**src/rtl/sram_test_seq.sv**
```systemverilog
// rtl/sram_test_seq.sv - two-pass data-background SRAM test sequencer driving the controller registers
// Optional watchdog: define SRAM_SEQ_TIMEOUT_EN.
module sram_test_seq #(
  parameter int DATA_W      = 8,
  parameter int ADDR_W      = 10,
  parameter int TIMEOUT_CYC = 4096
) (
  input  logic              clk,
  input  logic              reset,
  input  logic              start,
  input  logic [DATA_W-1:0] seed,
  output logic              busy,
  output logic              done,
  output logic              pass,
  output logic              timeout,
  output logic [15:0]       err_cnt,
  output logic [ADDR_W-1:0] first_err_addr,
  output logic [31:0]       enable,
  output logic [31:0]       send,
  output logic [31:0]       sta_addr,
  output logic [31:0]       area_cfg,
  output logic [31:0]       op_cfg,
  input  logic [31:0]       outp_data,
  input  logic [31:0]       outp_addr,
  input  logic [31:0]       status
);

  localparam logic [7:0]        ST_CONFIG = 8'h01;
  localparam logic [7:0]        ST_IDLE   = 8'h02;
  localparam logic [ADDR_W-1:0] LAST_ADDR = ADDR_W'((2 ** ADDR_W) - 1);

  typedef enum logic [3:0] {
    S_IDLE, S_CFG, S_ARM, S_WR, S_WR_WAIT, S_RD, S_RD_WAIT, S_CHK, S_NEXT, S_DONE
  } state_t;

  state_t state_q, state_d;

  logic              busy_q, busy_d;
  logic              done_q, done_d;
  logic              pass_q, pass_d;
  logic              timeout_q, timeout_d;
  logic [15:0]       err_cnt_q, err_cnt_d;
  logic [ADDR_W-1:0] first_err_addr_q, first_err_addr_d;
  logic [31:0]       enable_q, enable_d;
  logic [31:0]       send_q, send_d;
  logic [31:0]       area_cfg_q, area_cfg_d;
  logic              tog_q, tog_d;
  logic [DATA_W-1:0] seed_q, seed_d;
  logic              pass_idx_q, pass_idx_d;
  logic [ADDR_W-1:0] addr_q, addr_d;
  logic              left_q, left_d;

  logic              status_idle;
  logic [DATA_W-1:0] pat;
  logic              mismatch;
  logic              wd_expire;
  logic              unused_in;

  assign status_idle = (status[7:0] == ST_IDLE);
  assign pat         = pass_idx_q ? ~seed_q : seed_q;
  assign mismatch    = (outp_data[DATA_W-1:0] != pat) || (outp_addr[ADDR_W-1:0] != addr_q);
  assign unused_in   = ^{outp_data[31:DATA_W], outp_addr[31:ADDR_W], status[31:8]};

`ifdef SRAM_SEQ_TIMEOUT_EN
  // Watchdog restarts on every state change and only runs in the controller wait states.
  logic [15:0] wd_q, wd_d;
  logic        in_wait;

  assign in_wait   = (state_q == S_CFG) || (state_q == S_ARM) ||
                     (state_q == S_WR_WAIT) || (state_q == S_RD_WAIT);
  assign wd_expire = in_wait && (wd_q == 16'(TIMEOUT_CYC - 1));

  always_comb begin
    wd_d = wd_q;
    if (state_d != state_q) wd_d = 16'd0;
    else if (in_wait)       wd_d = wd_q + 16'd1;
  end

  always_ff @(posedge clk or posedge reset) begin
    if (reset) wd_q <= 16'd0;
    else       wd_q <= wd_d;
  end
`else
  assign wd_expire = 1'b0;
`endif

  always_ff @(posedge clk or posedge reset) begin
    if (reset) begin
      state_q          <= S_IDLE;
      busy_q           <= 1'b0;
      done_q           <= 1'b0;
      pass_q           <= 1'b0;
      timeout_q        <= 1'b0;
      err_cnt_q        <= 16'd0;
      first_err_addr_q <= '0;
      enable_q         <= 32'd0;
      send_q           <= 32'd0;
      area_cfg_q       <= 32'd0;
      tog_q            <= 1'b0;
      seed_q           <= '0;
      pass_idx_q       <= 1'b0;
      addr_q           <= '0;
      left_q           <= 1'b0;
    end else begin
      state_q          <= state_d;
      busy_q           <= busy_d;
      done_q           <= done_d;
      pass_q           <= pass_d;
      timeout_q        <= timeout_d;
      err_cnt_q        <= err_cnt_d;
      first_err_addr_q <= first_err_addr_d;
      enable_q         <= enable_d;
      send_q           <= send_d;
      area_cfg_q       <= area_cfg_d;
      tog_q            <= tog_d;
      seed_q           <= seed_d;
      pass_idx_q       <= pass_idx_d;
      addr_q           <= addr_d;
      left_q           <= left_d;
    end
  end

  // Wait states need the controller to leave IDLE before its return counts as completion.
  always_comb begin
    state_d = state_q;
    case (state_q)
      S_IDLE:    if (start) state_d = S_CFG;
      S_CFG:     if (status[7:0] == ST_CONFIG) state_d = S_ARM;
      S_ARM:     if (status_idle) state_d = S_WR;
      S_WR:      state_d = S_WR_WAIT;
      S_WR_WAIT: if (left_q && status_idle) state_d = S_RD;
      S_RD:      state_d = S_RD_WAIT;
      S_RD_WAIT: if (left_q && status_idle) state_d = S_CHK;
      S_CHK:     state_d = (addr_q == LAST_ADDR) ? S_NEXT : S_RD;
      S_NEXT:    state_d = pass_idx_q ? S_DONE : S_WR;
      S_DONE:    state_d = S_IDLE;
      default:   state_d = S_IDLE;
    endcase
    if (wd_expire) state_d = S_DONE;
  end

  always_comb begin
    busy_d           = busy_q;
    done_d           = done_q;
    pass_d           = pass_q;
    timeout_d        = timeout_q;
    err_cnt_d        = err_cnt_q;
    first_err_addr_d = first_err_addr_q;
    enable_d         = enable_q;
    send_d           = send_q;
    area_cfg_d       = area_cfg_q;
    tog_d            = tog_q;
    seed_d           = seed_q;
    pass_idx_d       = pass_idx_q;
    addr_d           = addr_q;
    left_d           = left_q;
    case (state_q)
      S_IDLE: begin
        if (start) begin
          busy_d           = 1'b1;
          done_d           = 1'b0;
          pass_d           = 1'b0;
          timeout_d        = 1'b0;
          err_cnt_d        = 16'd0;
          first_err_addr_d = '0;
          pass_idx_d       = 1'b0;
          seed_d           = seed;
          area_cfg_d       = 32'((2 ** ADDR_W) - 1);
          enable_d         = 32'd0;
        end
      end
      S_CFG: enable_d = 32'd0;
      S_ARM: enable_d = 32'h1;
      S_WR: begin
        send_d = {~tog_q, {(31 - DATA_W){1'b0}}, pat};
        tog_d  = ~tog_q;
        left_d = 1'b0;
        addr_d = '0;
      end
      S_WR_WAIT: if (!status_idle) left_d = 1'b1;
      S_RD: begin
        enable_d = 32'h3;
        send_d   = {~tog_q, {(31 - ADDR_W){1'b0}}, addr_q};
        tog_d    = ~tog_q;
        left_d   = 1'b0;
      end
      S_RD_WAIT: if (!status_idle) left_d = 1'b1;
      S_CHK: begin
        if (mismatch) begin
          if (err_cnt_q != 16'hFFFF) err_cnt_d = err_cnt_q + 16'd1;
          if (err_cnt_q == 16'd0)    first_err_addr_d = addr_q;
        end
        if (addr_q != LAST_ADDR) addr_d = addr_q + ADDR_W'(1);
      end
      S_NEXT: begin
        if (!pass_idx_q) begin
          pass_idx_d = 1'b1;
          enable_d   = 32'h1;
        end
      end
      default: ;
    endcase
    // Results are registered on DONE entry so they hold after returning to IDLE.
    if (state_d == S_DONE && state_q != S_DONE) begin
      enable_d = 32'd0;
      busy_d   = 1'b0;
      done_d   = 1'b1;
      if (wd_expire) timeout_d = 1'b1;
      pass_d   = (err_cnt_d == 16'd0) && !timeout_d;
    end
  end

  assign busy           = busy_q;
  assign done           = done_q;
  assign pass           = pass_q;
  assign timeout        = timeout_q;
  assign err_cnt        = err_cnt_q;
  assign first_err_addr = first_err_addr_q;
  assign enable         = enable_q;
  assign send           = send_q;
  assign sta_addr       = 32'd0;
  assign area_cfg       = area_cfg_q;
  assign op_cfg         = 32'd0;

endmodule
```
**config.mk**
```make
export PLATFORM = sky130hd
export DESIGN_NAME = sram_test_seq
export DESIGN_NICKNAME = d
export VERILOG_FILES = /design/src/rtl/sram_test_seq.sv
export SDC_FILE = /design/constraint.sdc
export NUM_CORES = 1
export LEC_CHECK = 0
export BUFFER_PORTS_ARGS = -buffer_cell sky130_fd_sc_hd__buf_2
export CELL_PAD_IN_SITES_DETAIL_PLACEMENT = 0
export CELL_PAD_IN_SITES_GLOBAL_PLACEMENT = 1
export CORE_MARGIN = 4
export CORE_UTILIZATION = 27
export CTS_CLUSTER_SIZE = 24
export DETAILED_ROUTE_END_ITERATION = 12
export HOLD_SLACK_MARGIN = 0.05
export PLACE_DENSITY = 0.84
export SYNTH_ARGS = -nofsm -noshare
export SYNTH_HDL_FRONTEND = slang
export SYNTH_SLANG_ARGS = --single-unit
```
**constraint.sdc**
```tcl
create_clock -name clk -period 3.1 [get_ports clk]
set_clock_uncertainty 0.15 [all_clocks]
set_input_delay 0.31 -clock clk [delete_from_list [all_inputs] [get_ports clk]]
set_output_delay 0.31 -clock clk [all_outputs]
set_load 0.03 [all_outputs]
```
# After elaboration in Yosys (flattened, before gate mapping)
# Index checks and enable logic that the tools add are counted.
# totals
register_bits	120
wordCells	106
in_bits	107
output_inout_bits	190
# op_classes
n_mux	38
n_eq_ne	24
n_addsub	2
n_bitwise	2
n_reduce_logical	25
# ops
op	n
32-bit one-hot mux with 5 select lines	1
32-bit 2-to-1 mux	3
32-bit one-hot mux with 2 select lines	1
16-bit 2-to-1 mux	3
10-bit 2-to-1 mux	4
10-bit one-hot mux with 2 select lines	2
4-bit one-hot mux with 9 select lines	1
16-bit logical NOT	2
16-bit one-hot mux with 2 select lines	1
4-bit 2-to-1 mux	7
16-bit by 1-bit adder with 16-bit output (second input constant)	1
4-bit by 3-bit equality test with 1-bit output (second input constant)	4
16-bit inequality test (second input constant)	1
2-bit nonzero test	7
1-bit 2-to-1 mux	12
10-bit by 1-bit adder with 10-bit output (second input constant)	1
10-bit equality test (second input constant)	1
10-bit inequality test	1
10-bit inequality test (second input constant)	1
2-bit inequality test (second input constant)	5
2-bit AND reduction	5
4-bit by 2-bit equality test with 1-bit output (second input constant)	2
4-bit equality test (second input constant)	2
8-bit by 1-bit equality test with 1-bit output (second input constant)	1
17 further kinds	22

# Depth between registers and ports, before layout
# depth
word_depth	10
mapped_depth	12

# Worst setup path after synthesis
# No wires, ideal clock.
# synth_timing
path_type	register to register
from	reg seed_q[5]
to	reg pass_q (netlist: pass)
arrival_time_ns	2.787
path_stages_with_launch	11
setup_ns	0.076
path_buffers	1
setup_slack_ns	0.086
path_cell_list	dfrtp_1 xor2_1 or3_1 a2111oi_0 and3_1 buf_4 nor4_1 a211o_1 or3_1 or4_1 o21ai_1
# synth_via
elab_chain_len	9
# synth_lines
element	line	rtl
from (decl)	48	logic [DATA_W-1:0] seed_q, seed_d;
from (signal assigned)	100	seed_q <= '0;
from (signal assigned)	116	seed_q <= seed_d;
8-bit NOT	60	assign pat = pass_idx_q ? ~seed_q : seed_q;
8-bit 2-to-1 mux *	60	
8-bit inequality test *	61	assign mismatch = (outp_data[DATA_W-1:0] != pat) || (outp_addr[ADDR_W-1:0] != addr_q);
1-bit logical OR *	61	
16-bit 2-to-1 mux *	189	if (mismatch) begin
16-bit one-hot mux with 2 select lines *	157	case (state_q)
via err_cnt_d[4]	42	logic [15:0] err_cnt_q, err_cnt_d;
16-bit logical NOT *	209	pass_d = (err_cnt_d == 16'd0) && !timeout_d;
1-bit logical AND *	209	
1-bit 2-to-1 mux *	204	if (state_d == S_DONE && state_q != S_DONE) begin
to (signal assigned)	108	pass_q <= pass_d;
to (decl)	40	logic pass_q, pass_d;
# Mark *: on every way through the listed nets, which the timed path passes. The rest lies on a longest branch.
# A chain may end at the register's enable or synchronous reset.

# Final worst setup path
# Ends and elaborated chain as after synthesis.

==> qor.yml <==
cells_and_area:
  area_growth_syn_to_layout_pct: 18.66
  stdcell_count: 922
  leading_cell_types_in_the_layout_fill_and_taps_excluded: "sky130_fd_sc_hd__conb_1 (137), sky130_fd_sc_hd__buf_2 (89), sky130_fd_sc_hd__nand2_1 (85)"
  final_layout_size_suffix_gt1_frac: 0.2410
  n_antenna_cell: 0
  final_area_sq_um: 5680
  most_frequent_standard_cell_in_the_layout_excluding_fill_and_tap_cells: "sky130_fd_sc_hd__conb_1"
  finalNetCount: 802
die:
  fp.dieW_um: 141.2
  io_pins: 297
  die_area_sq_um: 19920
  design.core.area_sq_um: 17360
  die_height_um: 141.2
  fp-row-count: 48
  start_util: 0.2758
timing:
  final_period_minus_worst_setup_slack_ps: 3140
  timing.final.ws_setup_ps: -39.50
  setup_violations: 1
  slew_headroom: 0.5299
  report.final.hold_viol_count: 0
  worst_pin_slew_ps: 705.1
  final_min_period_over_clock_period: 1.013
  grt_setup_unrepaired: "yes"
  max_freq_mhz: 318.5
  maxSlewViolCount: 0
clock_tree:
  htree_levels: 3
  clock_sink_count: 68
  cts_max_path_buffers: 2
  cts_made_buffers: 9
  cts_tree: "yes"
  worst_setup_hold_path_clk_slew_ps: 60
  clock_tree.root_cell: "sky130_fd_sc_hd__clkbuf_16"
  clock_insertion_delay_worst_skew_ps: 340
worst_setup_path:
  criticalPathCategory: "reg -> reg"
  r2r_end: "pass"
  critical_path_peak_fanout: 5
  crit_path_cell_trace: "xor2_1, or3_4, a2111oi_4, and3_4, buf_6, nor4_1, mux2i_1, or3_1, or4_1, o21ai_1"
  critPathArrivalTime_ps: 3260
  ff2ff_setup_slack_ps: -40
  critPathLaunch: "seed_q[5]"
  reg2regPathDepth: 10
  crit_slowest_cell: "sky130_fd_sc_hd__or4_1"
  critical_path.reg2reg.startpoint: "seed_q[5]"
  timing.critical_path.to_type: "flop"
  crit_path_max_incr_delay_ps: 520
  critPathCapture: "pass"
  worst_ep_required_time_ps: 3220
  crit_path_start_kind: "flop"
route:
  route.detailed.drc: 0
  vias_per_cell: 4.226
  antenna_left: 0
  initialDrtViolationCount: 295
  wl_per_cell_um: 13.38
  routed-via-count: 3896
  dr.pass1.iters: 4
  drt-total-wl_mm: 12.34
placed_design:
  gpl.final_weighted_congestion: 0.8901
  detailed_place_hpwl_mm: 9.641
  dpl_cell_area_sq_um: 5223
  placement.io_buffers: 89
  dpl_worst_slack_ps: -408.3
  post-place-cells: 897
power_and_ir_drop:
  p_per_area_nw_per_um2: 436.1
  leakage_nw: 2.785
  power.ir.vdd_worst_v: 0.0002300
yosys:
  synth.mux.area_fraction: 0.01072
  synthTopCellsByArea: "sky130_fd_sc_hd__dfrtp_1 (36%), sky130_fd_sc_hd__buf_4 (23%), sky130_fd_sc_hd__nand2_1 (6.7%)"
  synthSimpleGateAreaFrac: 0.1934
  post_synth_xor_area_fraction: 0.06404
  yosys_most_used_dff: "sky130_fd_sc_hd__dfrtp_1"
  synth-compound-area-share: 0.1045
  share_of_the_synthesized_area_in_the_top_cell_type: 0.3555
  synth_area_sq_um: 4787
  synth_sequential_area_ratio: 0.3555
  synth-edff-count: 0
  largest_family_of_logic_cells_by_synthesized_area: "buffers and inverters"
  synth-async-reset-ratio: 1.000
  synth-adder-area-share: 0.007841
  netlist_instances: 569
  synth_seq_cells: 68
  synthDominantAreaCellType: "sky130_fd_sc_hd__dfrtp_1"
  synth.lib_cells_used.distinct: 53
  yosysWarningCount: 0
  syn-mean-instance-area_sq_um: 8.413
global_routing:
  wire_length_of_the_first_global_routing_pass_mm: 18.77
  grt_max_degree: 69
  grt-ovfl-total: 0
  grt_pass1_vias: 3523
  grt_util_all_layers: 0.1186
  antenna_violations_before_repair: 0
min_path:
  hold_path.class: "in -> reg"
job:
  maxCapViolations: 0
outcome:
  status: "finished, violations left"
  failing_checks: "negative setup slack"
-- state kept, by name, indices dropped and copies added (netlist names) --
register and cells:
addr_q 10, area_cfg 1, busy 1, done 1, enable 2, err_cnt 16
first_err_addr 10, left_q 1, pass 1, pass_idx_q 1, seed_q 8, send 11
state_q 4, timeout 1
-- cell families after synthesis --
kind of cell / Yosys count
XOR/XNOR: 35
multiplexers: 5
flip-flops: 68
adder cells (fa/ha/maj): 3
AND/OR/NAND/NOR: 196
AO/OA/AOI/OAI: 76
other: 1
buffers and inverters: 185
-- worst min-delay path by stage --
stage | from | endpoint | slack (ps) | cells after the start
after floorplan | seed[0] | seed_q[0] | 270 | 2
after global placement | reset | first_err_addr[2] | 280 | 3
after detailed placement | reset | first_err_addr[1] | 270 | 3
after CTS | seed[6] | seed_q[6] | 50 | 3
after global routing | seed[6] | seed_q[6] | 100 | 3
final | seed[6] | seed_q[6] | 60 | 3
-- cell type report --
type	instances	area, sq um
clock buffers	11	242.7
clock inverters	5	75.07
fillers	1868	11680
inverters	12	45.04
multi-input cells	452	2382
flip-flops and latches	68	1702
well taps	225	281.5
repair buffers	149	952.2
-- layer usage --
metal,global-route usage,vias to the layer above,part of all wire
met1,0.1614,1822,0.43
met5,0,-,0
met3,0.03155,13,0.087
met4,0.03621,0,0.014
li1,-,1885,-
met2,0.1843,176,0.47
-- report_power, final --
group          total, mW  internal (mW)  leakage [nW]  switching [mW]
clock network       1.10          0.722         0.159           0.379
registers          0.936          0.911         0.873          0.0252
logic              0.441         0.0876          1.75           0.353
-- per-stage QoR --
stage | power (mW) | hold slack (ps) | TNS (ps) | utilization
final | 2.477 | 60.56 | -39.50 | 0.3273
after global routing | 2.585 | 96.77 | -143.8 | 0.3273
after detailed placement | 1.379 | 273.0 | -408.3 | 0.3009
after global placement | 1.375 | 282.2 | -269.8 | 0.3009
after CTS | 2.497 | 51.21 | 0 | 0.3263
after floorplan | 1.430 | 265.4 | 0 | -
-- timing repair --
item,CTS,global route
hold buffers,8,0
setup endpoints to repair,1,1
endpoints found under the hold margin,75,0
pin swaps,2,1
gates resized for setup,8,3
buffers inserted,1,0
-- cell usage after synthesis, drive strengths merged (3+ instances only) --
cell / n
a21oi: 6
nor2b: 3
nand2b: 5
nor4: 10
nand2: 85
nor2: 30
clkbuf: 21
nand4: 12
nand3: 12
mux2i: 4
or3: 3
and3: 7
xor2: 14
inv: 12
o21ai: 33
buf: 152
and2: 4
o21a: 3
dfrtp: 68
a31oi: 5
nor3: 13
ha: 3
or4: 3
xnor2: 21
a22o: 4
-- critical path: cells and delay by family (launching register included) --
family / cells / cell delay [ps]
buffers and inverters: 1 / 130
multiplexers: 1 / 160
XOR/XNOR: 1 / 170
flip-flops: 1 / 380
AND/OR/NAND/NOR: 5 / 1620
AO/OA/AOI/OAI: 2 / 450
Note: power is estimated with default switching activity, not from simulation.
